`src/rtl/keypad_encoder.sv`:
```
// -----------------------------------------------------------------------------
// keypad_encoder
// Debounced 10-key digit keypad feeding a three-digit M:SS time entry.
// A single key held stable for DEBOUNCE_CYCLES consecutive edges after
// detection is accepted once. The digits then shift left (mins <= tens,
// tens <= secs, secs <= digit). The shift is refused when it would put a
// value above 5 into the tens-of-seconds place.
// A key must be fully released, debounced the same way, before another
// key can be accepted.
// Optional feature: define KEYPAD_ERR_EN to add the key_err output. It
// flags refused shifts and multi-key presses seen while idle.
// -----------------------------------------------------------------------------
module keypad_encoder #(
    parameter int DEBOUNCE_CYCLES = 4
) (
    input  logic       clk,
    input  logic       rst_n,
    input  logic [9:0] keys,
    input  logic       clear,
    input  logic       entry_en,
    output logic [3:0] secs,
    output logic [3:0] tens,
    output logic [3:0] mins,
    output logic       key_valid,
    output logic [3:0] key_code
`ifdef KEYPAD_ERR_EN
    ,
    output logic       key_err
`endif
);

    // Counter only needs to reach DEBOUNCE_CYCLES-1
    localparam int CNT_W = (DEBOUNCE_CYCLES > 1) ? $clog2(DEBOUNCE_CYCLES) : 1;
    localparam logic [CNT_W-1:0] CNT_LAST = CNT_W'(DEBOUNCE_CYCLES - 1);
    localparam logic [CNT_W-1:0] CNT_ZERO = CNT_W'(0);
    localparam logic [CNT_W-1:0] CNT_ONE  = CNT_W'(1);

    typedef enum logic [1:0] {
        ST_IDLE       = 2'd0,
        ST_PRESS_DB   = 2'd1,
        ST_HELD       = 2'd2,
        ST_RELEASE_DB = 2'd3
    } state_t;

    // Number of key lines currently high
    function automatic logic [3:0] count_ones(input logic [9:0] v);
        logic [3:0] n;
        n = 4'd0;
        for (int k = 0; k < 10; k++) begin
            n = n + {3'd0, v[k]};
        end
        return n;
    endfunction

    // Binary value of the highest set line (pattern is one-hot when used)
    function automatic logic [3:0] encode_key(input logic [9:0] v);
        logic [3:0] code;
        code = 4'd0;
        for (int k = 0; k < 10; k++) begin
            if (v[k]) begin
                code = 4'(k);
            end
        end
        return code;
    endfunction

    state_t           state_r, state_s;
    logic [CNT_W-1:0] cnt_r, cnt_s;
    logic [9:0]       cand_r, cand_s;

    logic [3:0] secs_r, tens_r, mins_r;
    logic [3:0] secs_s, tens_s, mins_s;
    logic       key_valid_r;
    logic [3:0] key_code_r, key_code_s;

    logic [3:0] ones_s;
    logic       single_s;
    logic       multi_s;
    logic       accept_s;
    logic       shift_ok_s;
    logic [3:0] cand_code_s;

    assign ones_s      = count_ones(keys);
    assign single_s    = (ones_s == 4'd1);
    assign multi_s     = (ones_s > 4'd1);
    assign cand_code_s = encode_key(cand_r);
    // Resulting tens digit would be the current secs digit
    assign shift_ok_s  = (secs_r <= 4'd5);

    // FSM state, debounce counter and candidate pattern registers
    always_ff @(posedge clk or negedge rst_n) begin
        if (!rst_n) begin
            state_r <= ST_IDLE;
            cnt_r   <= CNT_ZERO;
            cand_r  <= 10'd0;
        end else begin
            state_r <= state_s;
            cnt_r   <= cnt_s;
            cand_r  <= cand_s;
        end
    end

    // Next-state logic: press debounce, hold lockout, release debounce
    always_comb begin
        state_s  = state_r;
        cnt_s    = cnt_r;
        cand_s   = cand_r;
        accept_s = 1'b0;
        case (state_r)
            ST_IDLE: begin
                if (single_s && entry_en) begin
                    state_s = ST_PRESS_DB;
                    cand_s  = keys;
                    cnt_s   = CNT_ZERO;
                end else begin
                    cnt_s = CNT_ZERO;
                end
            end
            ST_PRESS_DB: begin
                if ((keys != cand_r) || !entry_en) begin
                    state_s = ST_IDLE;
                    cnt_s   = CNT_ZERO;
                end else if (cnt_r == CNT_LAST) begin
                    state_s  = ST_HELD;
                    cnt_s    = CNT_ZERO;
                    accept_s = 1'b1;
                end else begin
                    cnt_s = cnt_r + CNT_ONE;
                end
            end
            ST_HELD: begin
                if (keys == 10'd0) begin
                    state_s = ST_RELEASE_DB;
                    cnt_s   = CNT_ZERO;
                end else begin
                    cnt_s = CNT_ZERO;
                end
            end
            ST_RELEASE_DB: begin
                if (keys != 10'd0) begin
                    state_s = ST_HELD;
                    cnt_s   = CNT_ZERO;
                end else if (cnt_r == CNT_LAST) begin
                    state_s = ST_IDLE;
                    cnt_s   = CNT_ZERO;
                end else begin
                    cnt_s = cnt_r + CNT_ONE;
                end
            end
            default: begin
                state_s = ST_IDLE;
                cnt_s   = CNT_ZERO;
                cand_s  = 10'd0;
            end
        endcase
    end

    // Digit shift on accept; clear overrides a same-cycle accept
    always_comb begin
        secs_s     = secs_r;
        tens_s     = tens_r;
        mins_s     = mins_r;
        key_code_s = key_code_r;
        if (accept_s) begin
            key_code_s = cand_code_s;
        end else begin
            key_code_s = key_code_r;
        end
        if (clear) begin
            secs_s = 4'd0;
            tens_s = 4'd0;
            mins_s = 4'd0;
        end else if (accept_s && shift_ok_s) begin
            mins_s = tens_r;
            tens_s = secs_r;
            secs_s = cand_code_s;
        end else begin
            secs_s = secs_r;
            tens_s = tens_r;
            mins_s = mins_r;
        end
    end

    // Registered digit, code and accept-pulse outputs
    always_ff @(posedge clk or negedge rst_n) begin
        if (!rst_n) begin
            secs_r      <= 4'd0;
            tens_r      <= 4'd0;
            mins_r      <= 4'd0;
            key_code_r  <= 4'd0;
            key_valid_r <= 1'b0;
        end else begin
            secs_r      <= secs_s;
            tens_r      <= tens_s;
            mins_r      <= mins_s;
            key_code_r  <= key_code_s;
            key_valid_r <= accept_s;
        end
    end

    assign secs      = secs_r;
    assign tens      = tens_r;
    assign mins      = mins_r;
    assign key_code  = key_code_r;
    assign key_valid = key_valid_r;

`ifdef KEYPAD_ERR_EN
    logic multi_prev_r;
    logic key_err_r;
    logic err_s;

    // Error on refused shift, or on the first cycle of a multi-key press in idle
    always_comb begin
        err_s = 1'b0;
        if (accept_s && !shift_ok_s) begin
            err_s = 1'b1;
        end else if ((state_r == ST_IDLE) && multi_s && !multi_prev_r) begin
            err_s = 1'b1;
        end else begin
            err_s = 1'b0;
        end
    end

    // Registered error pulse and multi-key edge tracker
    always_ff @(posedge clk or negedge rst_n) begin
        if (!rst_n) begin
            multi_prev_r <= 1'b0;
            key_err_r    <= 1'b0;
        end else begin
            multi_prev_r <= multi_s;
            key_err_r    <= err_s;
        end
    end

    assign key_err = key_err_r;
`endif

endmodule

```
`config.mk`:
```
export PLATFORM = sky130hd
export DESIGN_NAME = keypad_encoder
export DESIGN_NICKNAME = d
export VERILOG_FILES = /design/src/rtl/keypad_encoder.sv
export SDC_FILE = /design/constraint.sdc
export NUM_CORES = 1
export LEC_CHECK = 0
export CORE_ASPECT_RATIO = 1.25
export CORE_MARGIN = 2
export CORE_UTILIZATION = 35
export CTS_BUF_LIST = sky130_fd_sc_hd__clkbuf_4 sky130_fd_sc_hd__clkbuf_8
export CTS_CLUSTER_DIAMETER = 80
export DETAILED_ROUTE_END_ITERATION = 8
export HOLD_SLACK_MARGIN = 0.02
export PLACE_DENSITY = 0.67
export SYNTH_ARGS = -nofsm -noshare
export SYNTH_HDL_FRONTEND = slang
export SYNTH_SLANG_ARGS = --single-unit
```
`constraint.sdc`:
```
create_clock -name clk -period 4.98 [get_ports clk]
set_input_delay 1.494 -clock clk [delete_from_list [all_inputs] [get_ports clk]]
set_output_delay 1.494 -clock clk [all_outputs]
set_load 0.01 [all_outputs]
```
==> results of run 1 <==
## final cells by class
type | count | area (sq um)
Inverter | 17 | 63.8
Timing Repair Buffer | 42 | 403
Multi-Input combinational cell | 110 | 918
Tap cell | 62 | 77.6
Clock inverter | 1 | 5.00
Fill cell | 483 | 2650
Sequential cell | 31 | 776
Clock buffer | 6 | 82.6
## routing by layer
| metal | vias to the layer above | GRT usage |
|---|---|---|
| met5 | - | 0 |
| met4 | 0 | 0.0631 |
| met3 | 7 | 0.0405 |
| met2 | 33 | 0.244 |
| met1 | 642 | 0.188 |
| li1 | 643 | - |
## logic make-up after synthesis
logic type | count (synthesis) | synth area share
compound gates | 17 | 0.0684
buf+inv | 21 | 0.0571
mux | 20 | 0.121
xor+xnor | 10 | 0.0494
flops | 31 | 0.437
fa+ha+maj | 10 | 0.0959
simple gates | 52 | 0.171
## worst max path at each step
| stage | slack (ns) | from | endpoint |
|---|---|---|---|
| after floorplan | 0.12 | keys[0] | cand_r[9]$_DFFE_PN0P_ |
| after CTS | 0.01 | keys[0] | cand_r[9]$_DFFE_PN0P_ |
| after global placement | -0.33 | keys[5] | cand_r[4]$_DFFE_PN0P_ |
| final | 0.14 | keys[3] | cand_r[2]$_DFFE_PN0P_ |
| after detailed placement | -0.42 | keys[3] | cand_r[4]$_DFFE_PN0P_ |
| after global routing | 0.02 | keys[3] | cand_r[6]$_DFFE_PN0P_ |
## state kept, by name, summed over array words and instances, names as in the netlist
signal and flops:
cnt_r 2, secs 4, key_code 4, key_valid 1, cand_r 10, mins 4
tens 4, state_r 2
## stage by stage
stage / instance area [sq um] / hold WS, ns / power, mW
floorplan: 1770 / 0.411 / 0.526
global placement: 2200 / 0.425 / 0.598
detailed placement: 2200 / 0.438 / 0.607
CTS: 2300 / 0.447 / 0.817
global route: 2330 / 0.468 / 0.868
finish: 2330 / 0.444 / 0.810
## power breakdown
| part | internal (mW) | total [mW] | switching, mW | leakage (nW) |
|---|---|---|---|---|
| clock network | 0.108 | 0.198 | 0.0895 | 0.0470 |
| logic | 0.127 | 0.267 | 0.140 | 0.712 |
| registers | 0.292 | 0.346 | 0.0533 | 0.406 |
## synthesized netlist by cell type
| cell type | n |
|---|---|
| nand4b_1 | 1 |
| a32oi_1 | 1 |
| a211o_1 | 2 |
| ha_1 | 4 |
| inv_1 | 17 |
| o22ai_1 | 1 |
| clkbuf_1 | 1 |
| nor2_1 | 9 |
| a21o_1 | 1 |
| nand3_1 | 1 |
| mux2_2 | 7 |
| a21oi_1 | 1 |
| buf_4 | 1 |
| nand3b_1 | 2 |
| nand4_1 | 3 |
| nand2b_1 | 13 |
| and2_1 | 1 |
| dfrtp_1 | 31 |
| and4_1 | 1 |
| nor2b_1 | 3 |
| nand2_1 | 10 |
| nand4_2 | 1 |
| o31ai_1 | 2 |
| o21ai_0 | 4 |
| mux2_4 | 1 |
| nor3_1 | 2 |
| a211oi_1 | 2 |
| nor4b_1 | 1 |
| a21boi_0 | 2 |
| xor2_1 | 10 |
| nor4_1 | 1 |
| fa_1 | 6 |
| buf_8 | 1 |
| nor4_2 | 2 |
| mux2i_1 | 12 |
| nor3b_1 | 1 |
| buf_6 | 1 |
| a2111o_1 | 1 |
## worst max-delay path, delay by kind of cell
family,cells,cell delay [ns]
buffers and inverters,4,0.39
adders and majority gates,5,1.99
muxes,1,0.28
AOI/OAI and AO/OA,2,0.83
## what timing repair did
action | in CTS | in global routing
endpoints found under the setup margin | 11 | 11
gates cloned | 1 | 0
setup buffers | 0 | 1
pin swaps | 3 | 4
gates resized for setup | 3 | 7
==> results.ini, run 1 <==
[drt]
wl_met1_um = 1580
drt_iter0_markers = 71
drcViolationCount = 0
vias = 1325
routed_wl_um = 3710
wl_met3_um = 174
topRoutingLayerUsed = met4
dr.pass1.iters = 4
ant_nets = 0
viasPerCell = 4.93
routedWlPerCell_um = 13.8
wl_met2_um = 1900

[sta]
final_max_slew_viol_count = 0
setup_viol = 0
post-route-period-util = 0.972
fin_tns_setup_ns = 0
tightest_slew_ns = 0.543
finalClockSkew_ns = 0.00699
period_needed_ns = 4.84
finalHoldViolations = 0
rsz0062_at_grt = no
fmax_mhz = 207
slew_headroom = 0.635
setup_slack_ns = 0.139

[worst_hold_path]
min_to = cnt_r[0]$_DFF_PN0_
min-delay-start = cnt_r[0]$_DFF_PN0_
worstHoldPathType = flip-flop to flip-flop
min_path_cells = 1

[cts]
clock_path_buffers = 2
cts_root_buf = clkbuf_8
cts_tree = yes
path_clk_slew_ns = 0.06
numCtsBuffers = 5
cts.sinks = 31
clk_latency_ns = 0.28
ctsHoldBuffers = 0
ctsHtreeMaxLevel = 2

[logic_synthesis]
yosysSeqAreaShare = 0.437
synthTopCellsByArea = dfrtp_1, fa_1, mux2i_1
syn_avg_cell_area_sq_um = 11.0
yosys_warnings = 0
synth-seq-cells = 31
synth.distinct_cells = 38
synth_top_area_frac = 0.437
synth_top_cell_by_area = dfrtp_1
postSynthNetCount = 185
synthCells = 161
netlist_area_sq_um = 1770

[layout]
drive_above_1_share = 0.159
final_cell_mix = dfrtp_1, clkdlybuf4s50_1, inv_1, nand2b_1
instances_no_fill = 269
fin_util = 0.468
syn2layout_area_growth_pct = 31.1
diodes = 0
mostFrequentLayoutCell = dfrtp_1
layout.nets = 231

[floorplan]
boundaryPins = 31
die_width_um = 67.7
initial_core_util = 0.357
die-height_um = 83.6
row_count = 29
die_area_sq_um = 5660
core_area_sq_um = 4970

[worst_setup_path]
end_kind = flip-flop
crit_required_ns = 5.14
crit_type = input port to flip-flop
critPathArrivalTime_ns = 5.00
r2r_start = cand_r[8]$_DFFE_PN0P_
r2r-end = key_code[0]$_DFFE_PN0P_
worst_path_max_delay_cell = fa_1
crit_chain = clkdlybuf4s15_1 -> fa_1 -> fa_1 -> inv_1 -> fa_1 -> inv_1 -> ha_2 -> inv_1 -> fa_1 -> a2111o_1 -> a211o_2 -> mux2_2
ff2ff_setup_slack_ns = 3.07
cpMostUsedCell = fa_1
cpPeakStageDelay_ns = 0.51
critPathLaunchType = input port
reg2reg_depth = 4
crit_fanout = 4

[place]
place_congestion = 0.864
numPortBuffers = 30
hpwl_um = 2860
pre_cts_slack_ns = -0.416
numPlacedInstances = 260

[global_routing]
grt_usage = 0.152
grt_pass1_wl_um = 6330
grt_max_degree = 32
grt_antenna_before_repair = 0
grt_pass1_vias = 1322
overflow = 0

[flow_run]
max_cap_viol_count = 0

[power]
peakVddDrop_uv = 144
powerDensity_nw_per_um2 = 348
power.leakage_nw = 1.17

[run_status]
status = completed

Note: power is estimated with default switching activity, not from simulation.
==> run 2, diff against run 1 <==
--- a/config.mk
+++ b/config.mk
@@ -13,6 +13,7 @@
 export DETAILED_ROUTE_END_ITERATION = 8
 export HOLD_SLACK_MARGIN = 0.02
 export PLACE_DENSITY = 0.67
+export RECOVER_POWER = 25
 export SYNTH_ARGS = -nofsm -noshare
 export SYNTH_HDL_FRONTEND = slang
 export SYNTH_SLANG_ARGS = --single-unit
==> constraint.sdc (replaced) <==
create_clock -name clk -period 4.8 [get_ports clk]
set_input_delay 1.44 -clock clk [delete_from_list [all_inputs] [get_ports clk]]
set_output_delay 1.44 -clock clk [all_outputs]
set_load 0.01 [all_outputs]
==> run 2 against run 1 <==
Against the previous run:
- the flow now finishes with violations (max-capacitance violations, max-slew violations)
- critical endpoint is now cand_r[9]$_DFFE_PN0P_
- highest routed layer unchanged
- design area shrank 1.2%
- critical path depth grew 1
- critical path type unchanged
- register-to-register slack lost 0.15 ns
- power grew 1.5%
==> results.ini, run 2 (synthesis results as in run 1) <==
[power]
power.switching_mw = 0.274  ; -2.8%
p_clk_frac = 0.240  ; -0.004
pwr-share-comb = 0.325  ; -0.005
power.leakage_nw = 1.13  ; -3.2%
powerDensity_nw_per_um2 = 358  ; +2.7%
peakVddDrop_uv = 141  ; -2.0%
p_sw_frac = 0.334  ; -0.0148
p_seq_frac = 0.435  ; +0.008
p_int_mw = 0.548  ; +3.8%

[cts]
cts.sinks = 31  ; unchanged
path_clk_slew_ns = 0.06  ; about the same
clk_latency_ns = 0.27  ; about the same
cts_root_buf = clkbuf_8
ctsHtreeMaxLevel = 2  ; unchanged
numCtsBuffers = 5  ; unchanged
clock_path_buffers = 2  ; unchanged
cts_tree = yes

[sta]
rsz0062_at_grt = no
slew_headroom = -0.0960  ; -0.731
period_needed_ns = 4.69
post-route-period-util = 0.978
final_max_slew_viol_count = 32  ; +32
fmax_mhz = 213
finalClockSkew_ns = 0.00470  ; -0.00229 ns
tightest_slew_ns = 1.64  ; +1.10 ns
setup_viol = 0  ; unchanged
finalHoldViolations = 0  ; unchanged

[place]
numPortBuffers = 30  ; unchanged
hpwl_um = 2780  ; -2.8%
numPlacedInstances = 261  ; +0.38%
place_congestion = 0.806  ; -6.6%

[floorplan]
row_count = 29  ; unchanged
initial_core_util = 0.357  ; unchanged
die_area_sq_um = 5660  ; unchanged
boundaryPins = 31  ; unchanged
core_area_sq_um = 4970  ; unchanged
die-height_um = 83.6  ; unchanged
die_width_um = 67.7  ; unchanged

[worst_hold_path]
worstHoldPathType = flip-flop to flip-flop

[drt]
vias = 1286  ; -2.9%
ant_nets = 0  ; unchanged
routed_wl_um = 3440  ; -7.2%
drcViolationCount = 0  ; unchanged
dr.pass1.iters = 4  ; unchanged
drt_iter0_markers = 78  ; +9.9%
routedWlPerCell_um = 12.8  ; -7.6%
viasPerCell = 4.76  ; -3.3%

[layout]
mostFrequentLayoutCell = dfrtp_1
fin_util = 0.462  ; -0.00554
layout.nets = 231  ; unchanged
regArea_sq_um = 776  ; unchanged
nFillCells = 477  ; -1.2%
final_cell_mix = dfrtp_1, clkdlybuf4s50_1, inv_1, nand2b_1, mux2i_1
largest_reg_flops = 10  ; unchanged
drive_above_1_share = 0.168  ; +0.00885
diodes = 0  ; unchanged
multi_input_area_sq_um = 902  ; -1.8%
syn2layout_area_growth_pct = 29.5
top_register = cand_r
instances_no_fill = 270  ; +0.37%

[worst_setup_path]
critPathLaunchType = input port
crit_fanout = 7  ; +3
ff2ff_setup_slack_ns = 2.92  ; -0.15 ns
critPathArrivalTime_ns = 4.85  ; -0.15 ns
crit_required_ns = 4.96  ; -0.18 ns
end_kind = flip-flop
crit_type = input port to flip-flop

[global_routing]
met1_usage = 0.189  ; +0.00109
grt_antenna_before_repair = 0  ; unchanged
grt_max_degree = 32  ; unchanged
busiest_layer = met2
grt_usage = 0.143  ; -0.00896
grtUsageMet2 = 0.231  ; -0.0134
grt_pass1_wl_um = 6200  ; -2.2%
grt_pass1_vias = 1342  ; +1.5%
grtUsageMet3 = 0.0324  ; -0.00810
overflow = 0  ; unchanged

[flow_run]
max_cap_viol_count = 1  ; +1

[run_status]
violations = max-capacitance violations, max-slew violations
status = complete, but fails checks

-- run 2: cell count changes in the layout (fill, tap and decap cells not counted), sizes merged --
cell	before	now
a211o	3	2
clkbuf	6	9
clkdlybuf4s15	1	0
clkdlybuf4s50	24	23
dlygate4sd2	0	5
dlygate4sd3	0	1
dlymetal6s2s	5	0
-- run 2: layer usage --
metal / routed length [um] / vias to the layer above / share of wire
li1: - / 643 / -
met2: 1680 / 30 / 0.49
met4: 56 / 0 / 0.016
met5: 0 / - / 0
met1: 1560 / 607 / 0.45
met3: 142 / 6 / 0.041
-- run 2: final timing paths --
check,cells after the start,end,start
max reg2reg,4,key_code[0]$_DFFE_PN0P_,cand_r[8]$_DFFE_PN0P_
min,1,cnt_r[0]$_DFF_PN0_,cnt_r[0]$_DFF_PN0_
min reg2reg,1,cnt_r[0]$_DFF_PN0_,cnt_r[0]$_DFF_PN0_
max in group asynchronous,2,cand_r[5]$_DFFE_PN0P_,rst_n
min in group asynchronous,2,cand_r[0]$_DFFE_PN0P_,rst_n
max,13,cand_r[9]$_DFFE_PN0P_,keys[7]
-- run 2: worst max-delay path, cell delays in order --
cell and delay (ns):
dlygate4sd2_1 0.25, fa_1 0.48, fa_1 0.51, inv_1 0.04, fa_1 0.42, inv_1 0.07, ha_2 0.18, inv_2 0.04
fa_2 0.35, a2111o_1 0.30, a211o_1 0.34, buf_6 0.15, mux2_4 0.28
-- run 2: power groups by stage --
stage | sequential (mW) | clock [mW] | combinational, mW
3_3_place_gp | 0.360 | 0 | 0.263
5_1_grt | 0.366 | 0.219 | 0.303
6_report | 0.358 | 0.198 | 0.267
3_5_place_dp | 0.363 | 0 | 0.266
4_1_cts | 0.358 | 0.207 | 0.266
2_1_floorplan | 0.346 | 0 | 0.201
-- run 2: what timing repair did --
item | in CTS | in global routing
buffers inserted | 0 | 1
endpoints found under the setup margin | 10 | 9
hold endpoints to repair | 0 | 0
pin swaps | 2 | 7
gates resized for setup | 6 | 6
hold buffers | 0 | 0
-- run 2: area by class of cell --
type,instances,share of cell area
multi-input combinational,109,0.392
sequential,31,0.338
timing repair buffer,43,0.170
clock buffer,7,0.0365
tap,62,0.0338
inverter,17,0.0278
clock inverter,1,0.00218
-- run 2: metrics by stage --
stage	hold WS, ns	power, mW	TNS, ns	setup WS [ns]	instance area, sq um
5_1_grt	0.474	0.888	0	0.0149	2300
3_3_place_gp	0.427	0.623	-4.03	-0.415	2210
2_1_floorplan	0.411	0.547	0	0.0322	1780
6_report	0.441	0.822	0	0.107	2300
3_5_place_dp	0.433	0.629	-4.44	-0.455	2210
4_1_cts	0.441	0.830	0	0.0330	2290
